**src/rtl/mmu_mem_responder.sv**
```systemverilog
// Memory-side responder for the MMU MEM_* interface.
// Serialises TRANS/DATA-write/DATA-read/INST pulses onto one req/ack bus.
module mmu_mem_responder #(
   parameter int unsigned TIMEOUT  = 255,
   parameter logic [31:0] ERR_DATA = 32'h0000_0000
) (
   input  logic        clk_i,
   input  logic        rst_ni,
   input  logic        mem_trans_rden_i,
   input  logic [31:0] mem_trans_riaddr_i,
   output logic [31:0] mem_trans_roaddr_o,
   output logic        mem_trans_rvalid_o,
   output logic [31:0] mem_trans_rdata_o,
   input  logic        mem_inst_rden_i,
   input  logic [31:0] mem_inst_riaddr_i,
   output logic [31:0] mem_inst_roaddr_o,
   output logic        mem_inst_rvalid_o,
   output logic [31:0] mem_inst_rdata_o,
   input  logic        mem_data_rden_i,
   input  logic [31:0] mem_data_riaddr_i,
   output logic [31:0] mem_data_roaddr_o,
   output logic        mem_data_rvalid_o,
   output logic [31:0] mem_data_rdata_o,
   input  logic        mem_data_wren_i,
   input  logic [3:0]  mem_data_wstrb_i,
   input  logic [31:0] mem_data_waddr_i,
   input  logic [31:0] mem_data_wdata_i,
   output logic        mem_wait_o,
   output logic        bus_req_o,
   output logic        bus_we_o,
   output logic [31:0] bus_addr_o,
   output logic [3:0]  bus_wstrb_o,
   output logic [31:0] bus_wdata_o,
   input  logic        bus_ack_i,
   input  logic [31:0] bus_rdata_i,
   output logic        timeout_err_o
);

   localparam logic [1:0] S_IDLE  = 2'd0;
   localparam logic [1:0] S_ISSUE = 2'd1;
   localparam logic [1:0] S_RESP  = 2'd2;
   localparam int CW = (TIMEOUT > 1) ? $clog2(TIMEOUT + 1) : 1;
   // Slot index is also the issue priority; channel c maps to SLOT[c].
   localparam logic [1:0] SLOT [3] = '{2'd0, 2'd3, 2'd2};

   logic [1:0]    state_q, state_d;
   logic [3:0]    pend_q, pend_d;
   logic [31:0]   addr_q [4];
   logic [31:0]   addr_d [4];
   logic [31:0]   cap_q [4];
   logic [31:0]   cap_d [4];
   logic [3:0]    wstrb_q, wstrb_d;
   logic [31:0]   wdata_q, wdata_d;
   logic [3:0]    done_q, done_d;
   logic          gap_q, gap_d;
   logic [CW-1:0] cnt_q, cnt_d;
   logic          tmo_q, tmo_d;
   logic          wait_q;
   logic [2:0]    rv_q, rv_d;
   logic [31:0]   roaddr_q [3];
   logic [31:0]   roaddr_d [3];
   logic [31:0]   rdata_q [3];
   logic [31:0]   rdata_d [3];

   logic [3:0]  stb;
   logic [31:0] ad [4];
   logic [1:0]  sel;
   logic        req;
   logic        expire;
   logic        fin;

   assign stb   = {mem_inst_rden_i, mem_data_rden_i,
                   mem_data_wren_i, mem_trans_rden_i};
   assign ad[0] = mem_trans_riaddr_i;
   assign ad[1] = mem_data_waddr_i;
   assign ad[2] = mem_data_riaddr_i;
   assign ad[3] = mem_inst_riaddr_i;

   always_comb begin
      sel = 2'd0;
      if (pend_q[0])      sel = 2'd0;
      else if (pend_q[1]) sel = 2'd1;
      else if (pend_q[2]) sel = 2'd2;
      else if (pend_q[3]) sel = 2'd3;
   end

   assign req    = (state_q == S_ISSUE) && !gap_q && (pend_q != 4'd0);
   assign expire = (TIMEOUT != 0) && (cnt_q == CW'(TIMEOUT - 1));
   assign fin    = req && (bus_ack_i || expire);

   always_comb begin
      state_d  = state_q;
      pend_d   = pend_q;
      addr_d   = addr_q;
      cap_d    = cap_q;
      wstrb_d  = wstrb_q;
      wdata_d  = wdata_q;
      done_d   = done_q;
      gap_d    = 1'b0;
      cnt_d    = cnt_q;
      tmo_d    = 1'b0;
      rv_d     = 3'd0;
      roaddr_d = roaddr_q;
      rdata_d  = rdata_q;
      unique case (1'b1)
         (state_q == S_ISSUE): begin
            if (fin) begin
               pend_d[sel] = 1'b0;
               done_d[sel] = 1'b1;
               cap_d[sel]  = bus_ack_i ? bus_rdata_i : ERR_DATA;
               cnt_d       = '0;
               tmo_d       = ~bus_ack_i;
               if (pend_d == 4'd0) begin
                  state_d = S_RESP;
                  for (int c = 0; c < 3; c++) begin
                     if (done_d[SLOT[c]]) begin
                        rv_d[c]     = 1'b1;
                        roaddr_d[c] = addr_q[SLOT[c]];
                        rdata_d[c]  = cap_d[SLOT[c]];
                     end
                  end
               end else begin
                  gap_d = 1'b1;
               end
            end else if (req) begin
               cnt_d = cnt_q + CW'(1);
            end
         end
         default: begin
            done_d = 4'd0;
            cnt_d  = '0;
            for (int i = 0; i < 4; i++) begin
               if (stb[i]) begin
                  pend_d[i] = 1'b1;
                  addr_d[i] = ad[i];
               end
            end
            if (mem_data_wren_i) begin
               wstrb_d = mem_data_wstrb_i;
               wdata_d = mem_data_wdata_i;
            end
            state_d = (stb != 4'd0) ? S_ISSUE : S_IDLE;
         end
      endcase
   end

   always_ff @(posedge clk_i or negedge rst_ni) begin
      if (!rst_ni) begin
         state_q  <= S_IDLE;
         pend_q   <= 4'd0;
         addr_q   <= '{default: '0};
         cap_q    <= '{default: '0};
         wstrb_q  <= 4'd0;
         wdata_q  <= 32'd0;
         done_q   <= 4'd0;
         gap_q    <= 1'b0;
         cnt_q    <= '0;
         tmo_q    <= 1'b0;
         wait_q   <= 1'b0;
         rv_q     <= 3'd0;
         roaddr_q <= '{default: '0};
         rdata_q  <= '{default: '0};
      end else begin
         state_q  <= state_d;
         pend_q   <= pend_d;
         addr_q   <= addr_d;
         cap_q    <= cap_d;
         wstrb_q  <= wstrb_d;
         wdata_q  <= wdata_d;
         done_q   <= done_d;
         gap_q    <= gap_d;
         cnt_q    <= cnt_d;
         tmo_q    <= tmo_d;
         wait_q   <= (state_d == S_ISSUE);
         rv_q     <= rv_d;
         roaddr_q <= roaddr_d;
         rdata_q  <= rdata_d;
      end
   end

   assign mem_wait_o    = wait_q;
   assign timeout_err_o = tmo_q;
   assign bus_req_o     = req;
   assign bus_we_o      = req && (sel == 2'd1);
   assign bus_addr_o    = req ? {addr_q[sel][31:2], 2'b00} : 32'd0;
   assign bus_wstrb_o   = (req && sel == 2'd1) ? wstrb_q : 4'd0;
   assign bus_wdata_o   = req ? wdata_q : 32'd0;

   assign mem_trans_rvalid_o = rv_q[0];
   assign mem_inst_rvalid_o  = rv_q[1];
   assign mem_data_rvalid_o  = rv_q[2];
   assign mem_trans_roaddr_o = roaddr_q[0];
   assign mem_inst_roaddr_o  = roaddr_q[1];
   assign mem_data_roaddr_o  = roaddr_q[2];
   assign mem_trans_rdata_o  = rdata_q[0];
   assign mem_inst_rdata_o   = rdata_q[1];
   assign mem_data_rdata_o   = rdata_q[2];

endmodule

```
**config.mk**
```make
export PLATFORM = sky130hd
export DESIGN_NAME = mmu_mem_responder
export DESIGN_NICKNAME = d
export VERILOG_FILES = /design/src/rtl/mmu_mem_responder.sv
export SDC_FILE = /design/constraint.sdc
export NUM_CORES = 1
export LEC_CHECK = 0
export ABC_CLOCK_PERIOD_IN_PS = 4400
export BUFFER_PORTS_ARGS = -buffer_cell sky130_fd_sc_hd__buf_2
export CORE_MARGIN = 4
export CORE_UTILIZATION = 52
export CTS_CLUSTER_DIAMETER = 100
export DETAILED_ROUTE_END_ITERATION = 16
export HOLD_SLACK_MARGIN = 0.12
export PLACE_DENSITY = 0.8
export SYNTH_ARGS = -nofsm -noshare
export SYNTH_HDL_FRONTEND = slang
export SYNTH_SLANG_ARGS = --single-unit
```
**constraint.sdc**
```tcl
create_clock -name clk_i -period 4.4 [get_ports clk_i]
set_input_delay 0.22 -clock clk_i [delete_from_list [all_inputs] [get_ports clk_i]]
set_output_delay 0.22 -clock clk_i [all_outputs]
set_load 0.005 [all_outputs]
```
==> results of run 1 <==
-- what timing repair did --
action / 4_1_cts / 5_1_grt
hold endpoints to repair: 287 / 0
resized for setup: 0 / 0
hold buffers: 174 / 0
-- routing by layer --
metal | GRT usage | up-vias
li1 | - | 6292
met1 | 0.337 | 7436
met2 | 0.471 | 761
met3 | 0.0747 | 224
met4 | 0.143 | 0
met5 | 0 | -
-- kinds of logic (layout without fill, tap and decap cells) --
group / Yosys count / after routing
muxes: 514 / 514
DFF: 473 / 473
and+or+nand+nor: 252 / 252
buffers and inverters: 96 / 758
AOI/OAI and AO/OA: 80 / 80
xor gates and xnor gates: 3 / 3
adders and majority gates: 2 / 2
other: 1 / 7
-- through the flow --
stage | worst slack, ns | std cells
2_1_floorplan | 2.01 | 1422
6_report | 0.530 | 2607
3_3_place_gp | 1.16 | 2341
4_1_cts | 0.543 | 2602
5_1_grt | 0.322 | 2606
3_5_place_dp | 1.10 | 2341
-- final timing paths --
path                       slack (ns)  depth (start not counted)                             start                            endpoint
max                              0.53                          5             pend_q[0]$_DFFE_PN0P_                      bus_wstrb_o[1]
min                              0.15                          3                   bus_rdata_i[17]               cap_q[17]$_DFFE_PN0P_
max reg2reg                      1.08                          5              state_q[1]$_DFF_PN0_  mem_trans_roaddr_o[15]$_DFFE_PN0P_
min reg2reg                      0.48                          1  mem_data_rdata_o[25]$_DFFE_PN0P_    mem_data_rdata_o[25]$_DFFE_PN0P_
max in group asynchronous        2.97                          3                            rst_ni   mem_data_roaddr_o[18]$_DFFE_PN0P_
min in group asynchronous        0.30                          2                            rst_ni   mem_data_roaddr_o[10]$_DFFE_PN0P_
-- cell usage in the layout (no fill, tap or decap), types with 4 or more instances in the layout --
master         Yosys  final
nor2_1             7      7
bufinv_16          0      4
buf_2             15    464
and3_1             4      4
mux2_1            10     10
a222oi_1          30     30
mux2_2           455    455
dlygate4sd3_1      0    174
diode_2            0      5
nand2_1          137    134
mux2_4            49     49
and2_1            65     65
clkbuf_16          0     49
a21oi_1           36     36
inv_1              4      4
clkbuf_8           0     13
nor3_1             9      9
clkbuf_1          42     13
dfrtp_1          473    473
clkinv_2           0      5
buf_12             0      5
buf_4              3     23
-- worst max-delay path, cell delays in order (launching register included) --
cell,delay [ns]
dfrtp_1,0.56
nor4_2,0.68
or3_2,0.61
inv_1,0.64
and3_1,0.41
buf_2,0.14
-- report_power, final --
group	switching [mW]	internal [mW]
Sequential	1.43	6.46
Combinational	4.06	4.39
Clock	1.70	2.50
Total	7.20	13.4
-- layout make-up --
class / instances / share of cell area
tap: 518 / 0.0245
clock buffer: 75 / 0.0550
timing repair buffer: 667 / 0.165
multi-input combinational: 853 / 0.301
antenna: 5 / 0.000473
sequential: 473 / 0.448
inverter: 4 / 0.000568
clock inverter: 12 / 0.00648
==> metrics.txt, run 1 <==
CTS tree done; CTS Root Cell clkbuf_16; VDD IR max 447 uV; Post-Syn Area 20200 um^2; Synth async-reset ratio 1.00; Slew Viols, Final 0; CP max FO 39; Slew HR 0.222; Core Util, Final 0.686; max FFs per register 126; setup TNS 0 ns; number of remaining DRC errors 0; Worst-path clk slew 0.06 ns; Placed Instance Area 23100 um^2; Synth Area in Compound Gates 0.0287; Fin Hold WS 0.153 ns; number of global-route vias before repair 16000; share of the synthesized area in the top cell type 0.585; DR top layer met4; Final Skew 0.0197 ns; multi-input logic area 7950 um^2; Seq/Total Area, Yosys 0.585; Tot Pwr 20.6 mW; initial core utilization 0.525; syn avg cell area 14.2 um^2; fmax 0.258 GHz; total routed wirelength 60800 um; global-route wire length before repair 92000 um; synth top area cells dfrtp_1 58%, mux2_2 25%, mux2_4 3.6%; Sink Count 473; crit share post-route 0.880; Gate Count Post-Synth 1421; Power Dens Cells 777 nW/um^2; DRT Pass-1 Iters 8; Total GRT Usage 0.282; grt total ovfl 0; Avg WL per Cell 23.3 um; RD Place Congestion 0.876; Met3 Wirelength 4960 um; Max Cap Viol 0; biggest regs addr_q (126), cap_q (96); vias after detailed routing 14700; DIE AREA 42200 um^2; vias per cell 5.64; Worst EP arrival 3.65 ns; IO Pins 470; Met1 Wirelength 22800 um; crit start category flip-flop; worst slew pin tran 1.16 ns; endpoint type of the worst setup path primary output; initial antenna violation count 4; simple-gate share of the synthesized area 0.0632; Post-Synth Adder-Cell Area 0.00124; Yosys top cell by area dfrtp_1; mux share of post-synthesis cell area 0.295; status completed; NumNets Final 2252; Leak Pwr 13.0 nW; WP data required 4.18 ns; Syn. warnings 0; share of layout cells above drive strength 1 0.522; Hold/Removal Path Class primary input to flip-flop; Final Hold Fails 0; main combinational cell family by area after synthesis multiplexers; initial DRC count 1072; RSZ-0062 raised after global routing no; most frequent cell after synthesis dfrtp_1; area of the core 38600 um^2; Max clock buf depth 3; DR WL met2 29900 um; Top reg by flops addr_q; Num CTS Buffers 48; WS Path Type flip-flop to primary output; setup violators final 0; Filler Cell Count 2546; Synth cell types 47; Die Ht 205 um; xor and xnor area share after synthesis 0.00130; most frequent cells after synthesis 473 x dfrtp_1, 455 x mux2_2, 137 x nand2_1, 65 x and2_1, 49 x mux2_4; Post-synth EDFFs 0; Row Count 72; insertion delay to the later sink of the worst-skew pair 0.58 ns; Top FF cell, synth dfrtp_1; post-CTS setup buffers 0; H-tree Lvls 2; min Tclk post-route 3.87 ns; register bit total from synthesis 473; chip width 205 um; post-route ant nets 0; largest net degree at the start of global routing 113; port bufs 465; register area 11800 um^2; HPWL Detailed 36400 um; Area Overhead vs Synth 30.6%; Final Cell Area 26400 um^2
Power figures use the tool's default switching activity.
==> run 2, diff against run 1 <==
GPL_TIMING_DRIVEN = 0   (was not set)
SLEW_MARGIN = 20   (was not set)
==> run 2 against run 1 <==
Combinational power up 2.5%. Power rose by 1.8%. Largest power group unchanged. Register-to-register slack improved by 0.35 ns. Setup slack lost 0.29 ns.
==> metrics.txt, run 2 (synthesis results as in run 1) <==
status completed; commonest non-fill, non-tap cells in the layout 479 x buf_2, 473 x dfrtp_1, 455 x mux2_2, 177 x dlygate4sd3_1, 137 x nand2_1; Area Overhead vs Synth 33.0%; RSZ-0062 raised after global routing no; Final Hold Fails 0 (unchanged); startpoint of the worst register-to-register path pend_q[0]$_DFFE_PN0P_; RD Place Congestion 0.909 (+3.8%); Fin Hold WS 0.148 ns (-0.00530 ns); family with the most delay on the worst path buffers and inverters; crit share post-route 0.946 (+0.0659); VDD IR max 514 uV (+15%); post-CTS setup buffers 0 (unchanged); largest net degree at the start of global routing 103 (-8.8%); chip width 205 um (unchanged); CP max FO 10 (-74%); area of the core 38600 um^2 (unchanged); Worst-path clk slew 0.06 ns (about the same); initial DRC count 1109 (+3.5%); WP data required 4.18 ns (about the same); fmax 0.240 GHz (-7.0%); worst slew pin tran 1.02 ns (-0.144 ns); WS Path Type flip-flop to primary output; min Tclk post-route 4.16 ns (+0.290 ns); hold path startpoint bus_rdata_i[11]; initial core utilization 0.525 (unchanged); initial antenna violation count 6 (+2); share of layout cells above drive strength 1 0.511 (-0.0107); H-tree Lvls 2 (unchanged); number of global-route vias before repair 16100 (+0.73%); NumNets Final 2329 (+3.4%); Sink Count 473 (unchanged); Non-Filler Instances 2685 (+3.0%); CP cell instances buf_2, nor3b_1, clkbuf_1, buf_1, clkbuf_1, a222oi_1, a21oi_1, buf_2; Crit. Startpoint pend_q[0]$_DFFE_PN0P_; insertion delay to the later sink of the worst-skew pair 0.58 ns (about the same); Top reg by flops addr_q; global-route wire length before repair 93700 um (+1.8%); total routed wirelength 61800 um (+1.7%); commonest non-fill, non-tap cell in the layout buf_2; slowest stage delay, CP 0.72 ns (+0.04 ns); post-route ant nets 0 (unchanged); Hold/Removal Path Class primary input to flip-flop; CTS Root Cell clkbuf_16; endpoint type of the worst setup path primary output; Die Ht 205 um (unchanged); Avg WL per Cell 23.0 um (-1.3%); Slew Viols, Final 0 (unchanged); biggest regs addr_q (126), cap_q (96); CTS tree done; HPWL Detailed 41200 um (+13%); setup violators final 0 (unchanged); Bufs and invs on worst path 5 (+3); max FFs per register 126 (unchanged); Worst EP arrival 3.94 ns (+0.29 ns); grt total ovfl 0 (unchanged); Power Dens Cells 777 nW/um^2 (about the same); CP Depth 8 (+3); Num CTS Buffers 49 (+2.1%); Register-to-Register Path Depth 8 (+3); vias per cell 5.53 (-1.9%); DIE AREA 42200 um^2 (unchanged); port bufs 465 (unchanged); Leak Pwr 13.2 nW (+1.7%); crit start category flip-flop; vias after detailed routing 14900 (+0.99%); number of remaining DRC errors 0 (unchanged); DRT Pass-1 Iters 7 (-1); Max clock buf depth 3 (unchanged); Slew HR 0.321 (+0.0984); Final Skew 0.0271 ns (+0.00742 ns); placed cell count 2412 (+3.0%); Max Cap Viol 0 (unchanged); Total GRT Usage 0.288 (+0.00645); IO Pins 470 (unchanged); Row Count 72 (unchanged); CP max-delay cell buf_1; Cells on Worst Hold Path 3 (unchanged)
-- run 2: cell type report --
cell class,count,area [um^2]
clock inverter,20,314
timing repair buffer,651,4300
inverter,4,15.0
antenna,8,20.0
buffer,92,512
fill,2588,11600
tap,518,648
sequential,473,11800
clock buffer,66,1390
multi-input combinational,853,7900
-- run 2: final timing paths --
check / end / slack, ns
max in group asynchronous: wdata_q[4]$_DFFE_PN0P_ / 3.22
worst min-delay path: cap_q[107]$_DFFE_PN0P_ / 0.15
min in group asynchronous: addr_q[37]$_DFFE_PN0P_ / 0.23
worst min register to register: mem_data_rdata_o[19]$_DFFE_PN0P_ / 0.49
worst max register to register: mem_data_roaddr_o[14]$_DFFE_PN0P_ / 1.43
worst max-delay path: bus_addr_o[29] / 0.24
-- run 2: repair_timing --
action | CTS | global route
hold buffers | 178 | 0
hold endpoints to repair | 377 | 0
endpoints found under the setup margin | 0 | 4
resized for setup | 0 | 3
-- run 2: per-stage QoR --
step | total power [mW] | area (um^2) | util | setup WS (ns) | TNS (ns)
floorplan | 12.6 | 20300 | - | 2.01 | 0
global placement | 15.7 | 23200 | 0.602 | -6.13 | -2876.30
detailed placement | 16.1 | 23400 | 0.607 | 0.801 | 0
CTS | 20.8 | 26900 | 0.698 | 0.142 | 0
global route | 22.0 | 26900 | 0.699 | 0.0694 | 0
finish | 20.9 | 26900 | 0.699 | 0.240 | 0
-- run 2: metal layers --
metal,vias up,GRT usage,part of all wire
met5,-,0,0
met4,0,0.145,0.054
met3,196,0.0670,0.071
met2,683,0.472,0.49
met1,7538,0.361,0.39
li1,6441,-,-
-- run 2: worst reg2reg max path, cell delays in order, from the launching register on --
cell      delay, ns
dfrtp_1        0.39
buf_2          0.19
nor3b_1        0.23
clkbuf_1       0.50
nor2_1         0.17
nor4_4         0.44
buf_4          0.32
buf_6          0.21
mux2_2         0.39
-- run 2: where the power goes --
| part | internal [mW] | switching, mW | leakage [nW] |
|---|---|---|---|
| sequential | 6.46 | 1.39 | 5.88 |
| clock | 2.68 | 1.74 | 0.842 |
| combinational | 4.50 | 4.16 | 6.47 |
| total | 13.6 | 7.29 | 13.2 |
